## src/rtl/ccff_chain_sequencer_pkg.sv

```systemverilog
// ccff_seq_pkg: sequencer state encoding and mode constants shared by the chain sequencer files
package ccff_seq_pkg;
  typedef enum logic [1:0] {IDLE, PROG, READBACK, FINISH} seq_state_e;
  localparam logic MODE_PROG     = 1'b0;
  localparam logic MODE_READBACK = 1'b1;
endpackage

```

## src/rtl/ccff_chain_sequencer_if.sv

```systemverilog
// ccff_chain_sequencer_if: command, stream and chain-pin bundle between the tile DMA side and one sequencer
interface ccff_chain_sequencer_if #(
  parameter int WORD_W = 8
);
  logic              start;
  logic              mode;
  logic              abort;
  logic [WORD_W-1:0] s_data;
  logic              s_valid;
  logic              s_ready;
  logic [WORD_W-1:0] m_data;
  logic              m_valid;
  logic              m_ready;
  logic              ccff_head;
  logic              ccff_tail;
  logic              config_enable;
  logic              config_readback;
  logic              busy;
  logic              done;
  modport master (
    output start, mode, abort, s_data, s_valid, m_ready, ccff_tail,
    input  s_ready, m_data, m_valid, ccff_head, config_enable, config_readback, busy, done
  );
  modport slave (
    input  start, mode, abort, s_data, s_valid, m_ready, ccff_tail,
    output s_ready, m_data, m_valid, ccff_head, config_enable, config_readback, busy, done
  );
endinterface

```

## src/rtl/ccff_word_serdes.sv

```systemverilog
// ccff_word_serdes: WORD_W shift/pack register with bit index; serializer in PROG, deserializer in READBACK
module ccff_word_serdes #(
  parameter int WORD_W = 8
) (
  input  logic                         clk,
  input  logic                         rst,
  input  logic                         i_clr,
  input  logic                         i_load,
  input  logic [WORD_W-1:0]            i_d,
  input  logic                         i_step,
  input  logic                         i_cap,
  input  logic                         i_bit,
  output logic                         o_bit,
  output logic [WORD_W-1:0]            o_packed,
  output logic [$clog2(WORD_W+1)-1:0]  o_idx
);
  localparam int IW = $clog2(WORD_W + 1);
  logic [WORD_W-1:0] r_word;
  logic [IW-1:0]     r_idx;
  assign o_bit    = |(r_word & (WORD_W'(1) << r_idx));
  assign o_packed = r_word | (WORD_W'(i_bit) << r_idx);
  assign o_idx    = r_idx;
  always_ff @(posedge clk)
    if (rst || i_clr) begin
      r_word <= '0;
      r_idx  <= '0;
    end else if (i_load) begin
      r_word <= i_d;
      r_idx  <= '0;
    end else if (i_step) begin
      r_word <= i_cap ? o_packed : r_word;
      r_idx  <= r_idx + IW'(1);
    end
endmodule

```

## src/rtl/ccff_chain_sequencer.sv

```systemverilog
// ccff_chain_sequencer: programs a CLB configuration chain from a word stream, or rotates it
// non-destructively and streams the tail bits back out as words
module ccff_chain_sequencer
  import ccff_seq_pkg::*;
#(
  parameter int CHAIN_LEN = 20,
  parameter int WORD_W    = 8
) (
  input  logic                  prog_clk,
  input  logic                  pReset,
  ccff_chain_sequencer_if.slave bus
);
  localparam int CW = $clog2(CHAIN_LEN + 1);
  localparam int IW = $clog2(WORD_W + 1);
  localparam logic [CW-1:0] LAST_BIT = CW'(CHAIN_LEN - 1);
  localparam logic [CW-1:0] ALL_BITS = CW'(CHAIN_LEN);
  localparam logic [IW-1:0] LAST_IDX = IW'(WORD_W - 1);
  seq_state_e        r_state;
  logic [CW-1:0]     r_bit_cnt;
  logic              r_full;
  logic              r_m_valid;
  logic [WORD_W-1:0] r_m_data;
  logic [WORD_W-1:0] w_packed;
  logic [IW-1:0]     w_idx;
  logic              w_bit, w_prog, w_rb, w_last, w_shift_p, w_shift_r;
  logic              w_buf_done, w_word_done, w_s_ready, w_acc;
  assign w_prog      = r_state == PROG && !bus.abort;
  assign w_rb        = r_state == READBACK && !bus.abort;
  assign w_last      = r_bit_cnt == LAST_BIT;
  assign w_shift_p   = w_prog && r_full;
  assign w_shift_r   = w_rb && r_bit_cnt != ALL_BITS && (!r_m_valid || bus.m_ready);
  assign w_buf_done  = w_shift_p && (w_idx == LAST_IDX || w_last);
  assign w_word_done = w_shift_r && (w_idx == LAST_IDX || w_last);
  // Ready while the last buffered bit shifts keeps back-to-back words bubble-free; never on the final shift.
  assign w_s_ready   = w_prog && (!r_full || w_buf_done) && !(w_shift_p && w_last);
  assign w_acc       = w_s_ready && bus.s_valid;
  assign bus.s_ready         = w_s_ready;
  assign bus.config_enable   = w_shift_p || w_shift_r;
  assign bus.ccff_head       = (r_state == READBACK) ? bus.ccff_tail : (w_shift_p && w_bit);
  assign bus.config_readback = r_state == READBACK;
  assign bus.busy            = r_state != IDLE;
  assign bus.done            = r_state == FINISH;
  assign bus.m_data          = r_m_data;
  assign bus.m_valid         = r_m_valid;
  ccff_word_serdes #(.WORD_W(WORD_W)) u_serdes (
    .clk      (prog_clk),
    .rst      (pReset),
    .i_clr    (bus.abort || r_state == IDLE || w_word_done),
    .i_load   (w_acc),
    .i_d      (bus.s_data),
    .i_step   (w_shift_p || w_shift_r),
    .i_cap    (w_shift_r),
    .i_bit    (bus.ccff_tail),
    .o_bit    (w_bit),
    .o_packed (w_packed),
    .o_idx    (w_idx)
  );
  always_ff @(posedge prog_clk)
    if (pReset || bus.abort) begin
      r_state   <= IDLE;
      r_bit_cnt <= '0;
      r_full    <= 1'b0;
      r_m_valid <= 1'b0;
      r_m_data  <= '0;
    end else begin
      r_bit_cnt <= (r_state == IDLE) ? '0 : r_bit_cnt + CW'(w_shift_p || w_shift_r);
      r_full    <= w_acc || (r_full && !w_buf_done);
      r_m_valid <= w_word_done || (r_m_valid && !bus.m_ready);
      r_m_data  <= w_word_done ? w_packed : r_m_data;
      case (r_state)
        IDLE:     r_state <= bus.start ? (bus.mode == MODE_READBACK ? READBACK : PROG) : IDLE;
        PROG:     r_state <= (w_shift_p && w_last) ? FINISH : PROG;
        READBACK: r_state <= (r_m_valid && bus.m_ready && r_bit_cnt == ALL_BITS) ? FINISH : READBACK;
        default:  r_state <= IDLE;
      endcase
    end
endmodule

```

## src/flat_wrapper.sv

```systemverilog
// flat-port wrapper written by rule: the top's interface ports become plain ports
module ccff_chain_sequencer_flat import ccff_seq_pkg::*;
#(
  parameter int CHAIN_LEN = 20,
  parameter int WORD_W    = 8
)
  (prog_clk, pReset, bus_start, bus_mode, bus_abort, bus_s_data, bus_s_valid, bus_m_ready, bus_ccff_tail, bus_s_ready, bus_m_data, bus_m_valid, bus_ccff_head, bus_config_enable, bus_config_readback, bus_busy, bus_done);
  ccff_chain_sequencer_if #(.WORD_W(WORD_W)) bus_i ();
  input  logic prog_clk;
  input  logic pReset;
  input wire logic [$bits(bus_i.start)-1:0] bus_start;
  input wire logic [$bits(bus_i.mode)-1:0] bus_mode;
  input wire logic [$bits(bus_i.abort)-1:0] bus_abort;
  input wire logic [$bits(bus_i.s_data)-1:0] bus_s_data;
  input wire logic [$bits(bus_i.s_valid)-1:0] bus_s_valid;
  input wire logic [$bits(bus_i.m_ready)-1:0] bus_m_ready;
  input wire logic [$bits(bus_i.ccff_tail)-1:0] bus_ccff_tail;
  output wire logic [$bits(bus_i.s_ready)-1:0] bus_s_ready;
  output wire logic [$bits(bus_i.m_data)-1:0] bus_m_data;
  output wire logic [$bits(bus_i.m_valid)-1:0] bus_m_valid;
  output wire logic [$bits(bus_i.ccff_head)-1:0] bus_ccff_head;
  output wire logic [$bits(bus_i.config_enable)-1:0] bus_config_enable;
  output wire logic [$bits(bus_i.config_readback)-1:0] bus_config_readback;
  output wire logic [$bits(bus_i.busy)-1:0] bus_busy;
  output wire logic [$bits(bus_i.done)-1:0] bus_done;
  assign bus_i.start = bus_start;
  assign bus_i.mode = bus_mode;
  assign bus_i.abort = bus_abort;
  assign bus_i.s_data = bus_s_data;
  assign bus_i.s_valid = bus_s_valid;
  assign bus_i.m_ready = bus_m_ready;
  assign bus_i.ccff_tail = bus_ccff_tail;
  assign bus_s_ready = bus_i.s_ready;
  assign bus_m_data = bus_i.m_data;
  assign bus_m_valid = bus_i.m_valid;
  assign bus_ccff_head = bus_i.ccff_head;
  assign bus_config_enable = bus_i.config_enable;
  assign bus_config_readback = bus_i.config_readback;
  assign bus_busy = bus_i.busy;
  assign bus_done = bus_i.done;
  ccff_chain_sequencer #(.CHAIN_LEN(CHAIN_LEN), .WORD_W(WORD_W)) u_core (.prog_clk(prog_clk), .pReset(pReset), .bus(bus_i));
endmodule
```

## config.mk

```make
export PLATFORM = sky130hd
export DESIGN_NAME = ccff_chain_sequencer_flat
export DESIGN_NICKNAME = d
export VERILOG_FILES = /design/src/rtl/ccff_chain_sequencer_pkg.sv /design/src/rtl/ccff_chain_sequencer_if.sv /design/src/rtl/ccff_word_serdes.sv /design/src/rtl/ccff_chain_sequencer.sv /design/src/flat_wrapper.sv
export SDC_FILE = /design/constraint.sdc
export NUM_CORES = 1
export LEC_CHECK = 0
export ABC_AREA = 1
export CORE_UTILIZATION = 40
export CTS_CLUSTER_SIZE = 8
export DETAILED_ROUTE_END_ITERATION = 12
export PLACE_DENSITY = 0.69
export SYNTH_ARGS = -nofsm -noshare
export SYNTH_HDL_FRONTEND = slang
export SYNTH_HIERARCHICAL = 1
export SYNTH_SLANG_ARGS = --single-unit
```

## constraint.sdc

```tcl
create_clock -name prog_clk -period 1.8 [get_ports prog_clk]
set_input_delay 0.36 -clock prog_clk [delete_from_list [all_inputs] [get_ports prog_clk]]
set_output_delay 0.36 -clock prog_clk [all_outputs]
set_load 0.01 [all_outputs]
```

==> flow_metrics.py <==
metrics = {
    "setup_path": {
        "critical_path.max_stage_delay_ps": 370,
        "critical-path-slowest-cell": "sky130_fd_sc_hd__dfxtp_4",
        "worstPathCellList": "ha_4 > ha_4 > nand3_2 > nand2_1 > nor2_1 > nand4_1 > nand2_1 > nand2_1 > buf_2",
        "endpoint_kind": "output pin",
        "startpoint_to_endpoint_class_of_the_critical_path": "reg2out",
        "crit_path_start_kind": "flop",
        "cp_max_fo": 4,
        "worst_ep_arrival_time_ps": 1600,
        "reg2reg_setup_slack_ps": 0,
        "crit_path_frequent_cell": "sky130_fd_sc_hd__nand2_1",
        "cp_data_required_time_ps": 1440,
    },
    "sta": {
        "timing.final.max_slew_violations": 0,
        "max_freq_mhz": 510,
        "tightestPinTransition_ps": 225,
        "unrepaired_setup_endpoints_after_global_routing": "true",
        "timing_hold_violations_final": 0,
        "finalSetupViolations": 2,
        "clock-skew-final_ps": 6.30,
        "post-route-period-util_pct": 109,
        "fin_hold_ws_ps": 419,
        "timing.final.ws_setup_ps": -161,
        "relative_max_transition_margin_pct": 85.0,
        "min_period_ps": 1960,
    },
    "grt": {
        "grtUsageTotal_pct": 23.1,
        "grt_pass1_vias": 1669,
        "overflow": 0,
        "grt_pass1_wl_um": 7450,
        "grt_start_max_net_pins": 12,
        "antenna_found_initial": 0,
    },
    "yosys": {
        "ys.warnings.count": 6,
        "synth_top_flop_cell": "sky130_fd_sc_hd__dfxtp_1",
        "post_synth_num_cell_types": 30,
        "yosys.cell_count.top_type": "sky130_fd_sc_hd__nand2_1",
        "yosys.area_share.simple_pct": 31.2,
        "synthMuxAreaShare_pct": 0,
        "synth_sequential_area_ratio_pct": 35.2,
        "post_synthesis_cell_area_mm2": 0.00165,
        "yosys-top-cells-count": "sky130_fd_sc_hd__nand2_1, sky130_fd_sc_hd__nor2_1, sky130_fd_sc_hd__dfxtp_1, sky130_fd_sc_hd__inv_1, sky130_fd_sc_hd__a21oi_1",
        "netlist.area_leader.share_pct": 35.2,
        "synth_xor_area_share_pct": 1.59,
        "synth-edff-count": 0,
        "library_cell_with_the_largest_summed_area_after_synthesis": "sky130_fd_sc_hd__dfxtp_1",
        "synth_top_family_by_area": "simple AND/OR/NAND/NOR gates",
        "synth-seq-cells": 29,
        "syn_area_per_cell_um2": 6.99,
        "postSynthCellCount": 236,
        "synth.area.top_cells": "sky130_fd_sc_hd__dfxtp_1, sky130_fd_sc_hd__nand2_1, sky130_fd_sc_hd__nor2_1, sky130_fd_sc_hd__inv_1, sky130_fd_sc_hd__ha_1",
        "synth-async-reset-ratio_pct": 0,
        "synth_compound_gate_area_share_pct": 15.2,
        "post_synth_fa_ha_maj_area_fraction_pct": 6.07,
        "mappedNetlistNets": 260,
    },
    "power": {
        "leakagePower_uw": 0.00110,
        "peakVddDrop_uv": 599,
        "powerDensity_mw_per_mm2": 534,
        "power_uw": 1450,
    },
    "route": {
        "first_pass_iters": 4,
        "vias": 1840,
        "final_routed_wire_length_divided_by_cell_count_um": 13.2,
        "drc_errors": 0,
        "avgViaCountPerCell": 5.00,
        "detailedRoute.firstIterationViolations": 94,
        "route.final.wire_length_um": 4850,
        "final_antenna_net_count": 0,
    },
    "clock_network": {
        "htree_levels": 2,
        "cts_tree": "yes",
        "clk_pin_slew_ps": 60,
        "cts_buffer_depth": 2,
        "clockRootBuffer": "sky130_fd_sc_hd__clkbuf_8",
        "source_to_sink_clock_delay_at_the_later_pin_of_the_worst_skew_pair_ps": 290,
        "clock_buffer_count_from_cts": 5,
        "cts.sink_count": 29,
    },
    "outcome": {
        "status": "finished, violations left",
        "failed_checks": "setup timing",
    },
    "final_layout": {
        "nNetsFinal": 343,
        "num_antenna_cells": 0,
        "area_growth_pct": 64.4,
        "final_layout_size_suffix_gt1_share_pct": 39.7,
    },
    "die": {
        "start_util_pct": 43.4,
        "die_width_um": 66.2,
        "coreArea_mm2": 0.00380,
        "ioPinCount": 31,
        "die_area_mm2": 0.00438,
        "die_h_um": 66.2,
        "std_cell_rows": 22,
    },
    "placed_design": {
        "dp.final_hpwl_um": 3270,
        "place.port_buffers": 30,
        "finalWeightedCongestion": 0.863,
    },
    "worst_hold_path": {
        "worstHoldPathType": "in2reg",
    },
    "job": {
        "count_of_maximum_capacitance_violations": 0,
    },
}
==> stage by stage <==
stage               area, um2  setup WS, ps  util, %  cells  TNS (ps)
finish                   2710          -161     71.4    368      -163
global route             2710          -188     71.4    368      -443
CTS                      2540         -94.0     66.8    365     -94.0
detailed placement       2330          -513     61.5    355     -7530
global placement         2330          -465     61.5    355     -6430
floorplan                1660          39.9        -    236         0
==> what timing repair did <==
item,in CTS,in global routing
pin swaps,13,19
cloned,0,0
setup buffers,2,3
setup endpoints to repair,15,17
hold buffers,0,0
gates resized for setup,39,44
==> cell families after synthesis <==
| group | after synthesis |
|---|---|
| AO/OA/AOI/OAI | 43 |
| XOR/XNOR | 3 |
| adder cells (fa/ha/maj) | 8 |
| buffers and inverters | 43 |
| flip-flops | 29 |
| AND/OR/NAND/NOR | 110 |
==> state kept, by name (all words and copies together), names as in the netlist <==
| signal | count |
|---|---|
| u_core/r_state | 2 |
| u_core/bus.m_valid | 1 |
| u_core/u_serdes/o_idx | 4 |
| u_core/u_serdes/r_word | 8 |
| u_core/r_bit_cnt | 5 |
| u_core/bus.m_data | 8 |
| u_core/r_full | 1 |
==> power by group <==
part	internal, uW	switching (uW)
sequential	640	2.29
clock	451	247
combinational	58.1	49.3
==> cell type report <==
type,count,area (um2)
inverter,39,151
tap,48,60.1
clock inverter,1,30.0
multi-input combinational,164,1100
clock buffer,7,86.3
timing repair buffer,80,691
sequential,29,593
fill,284,1090
==> per-layer routing <==
layer	routed length (um)	track usage (%)	vias to the layer above
li1	-	-	921
met1	2030	26.6	857
met4	140	12.5	0
met2	2490	39.4	48
met3	192	5.17	14
met5	0	0	-
==> worst max-delay path, delay by kind of cell (launching register included) <==
kind / cells / cell delay (ps)
adder cells (fa/ha/maj): 2 / 320
flip-flops: 1 / 370
AND/OR/NAND/NOR: 6 / 480
buffers and inverters: 1 / 130
==> worst paths after layout <==
kind                       startpoint                         to  cells after the start
min reg2reg      u_core/bus.m_data[3]       u_core/bus.m_data[3]                      2
max          u_core/u_serdes/o_idx[0]              bus_ccff_head                      9
min                       bus_m_ready          u_core/r_state[0]                      3
max reg2reg       u_core/r_bit_cnt[0]  u_core/u_serdes/r_word[1]                     13
==> layout by cell type, fill, tap and decap left out, drive strengths merged <==
master	n
a21oi	16
buf	53
nand2	47
ha	8
nor3b	1
o21bai	1
a31oi	1
o21ai	24
nor2	37
dlygate4sd2	2
nand4	9
clkbuf	7
bufinv	1
clkdlybuf4s50	23
or2	2
nor3	1
xor2	2
o22ai	1
xnor2	1
dfxtp	29
inv	39
dlymetal6s2s	2
nand3	13
(Power assumes the default switching activity.)
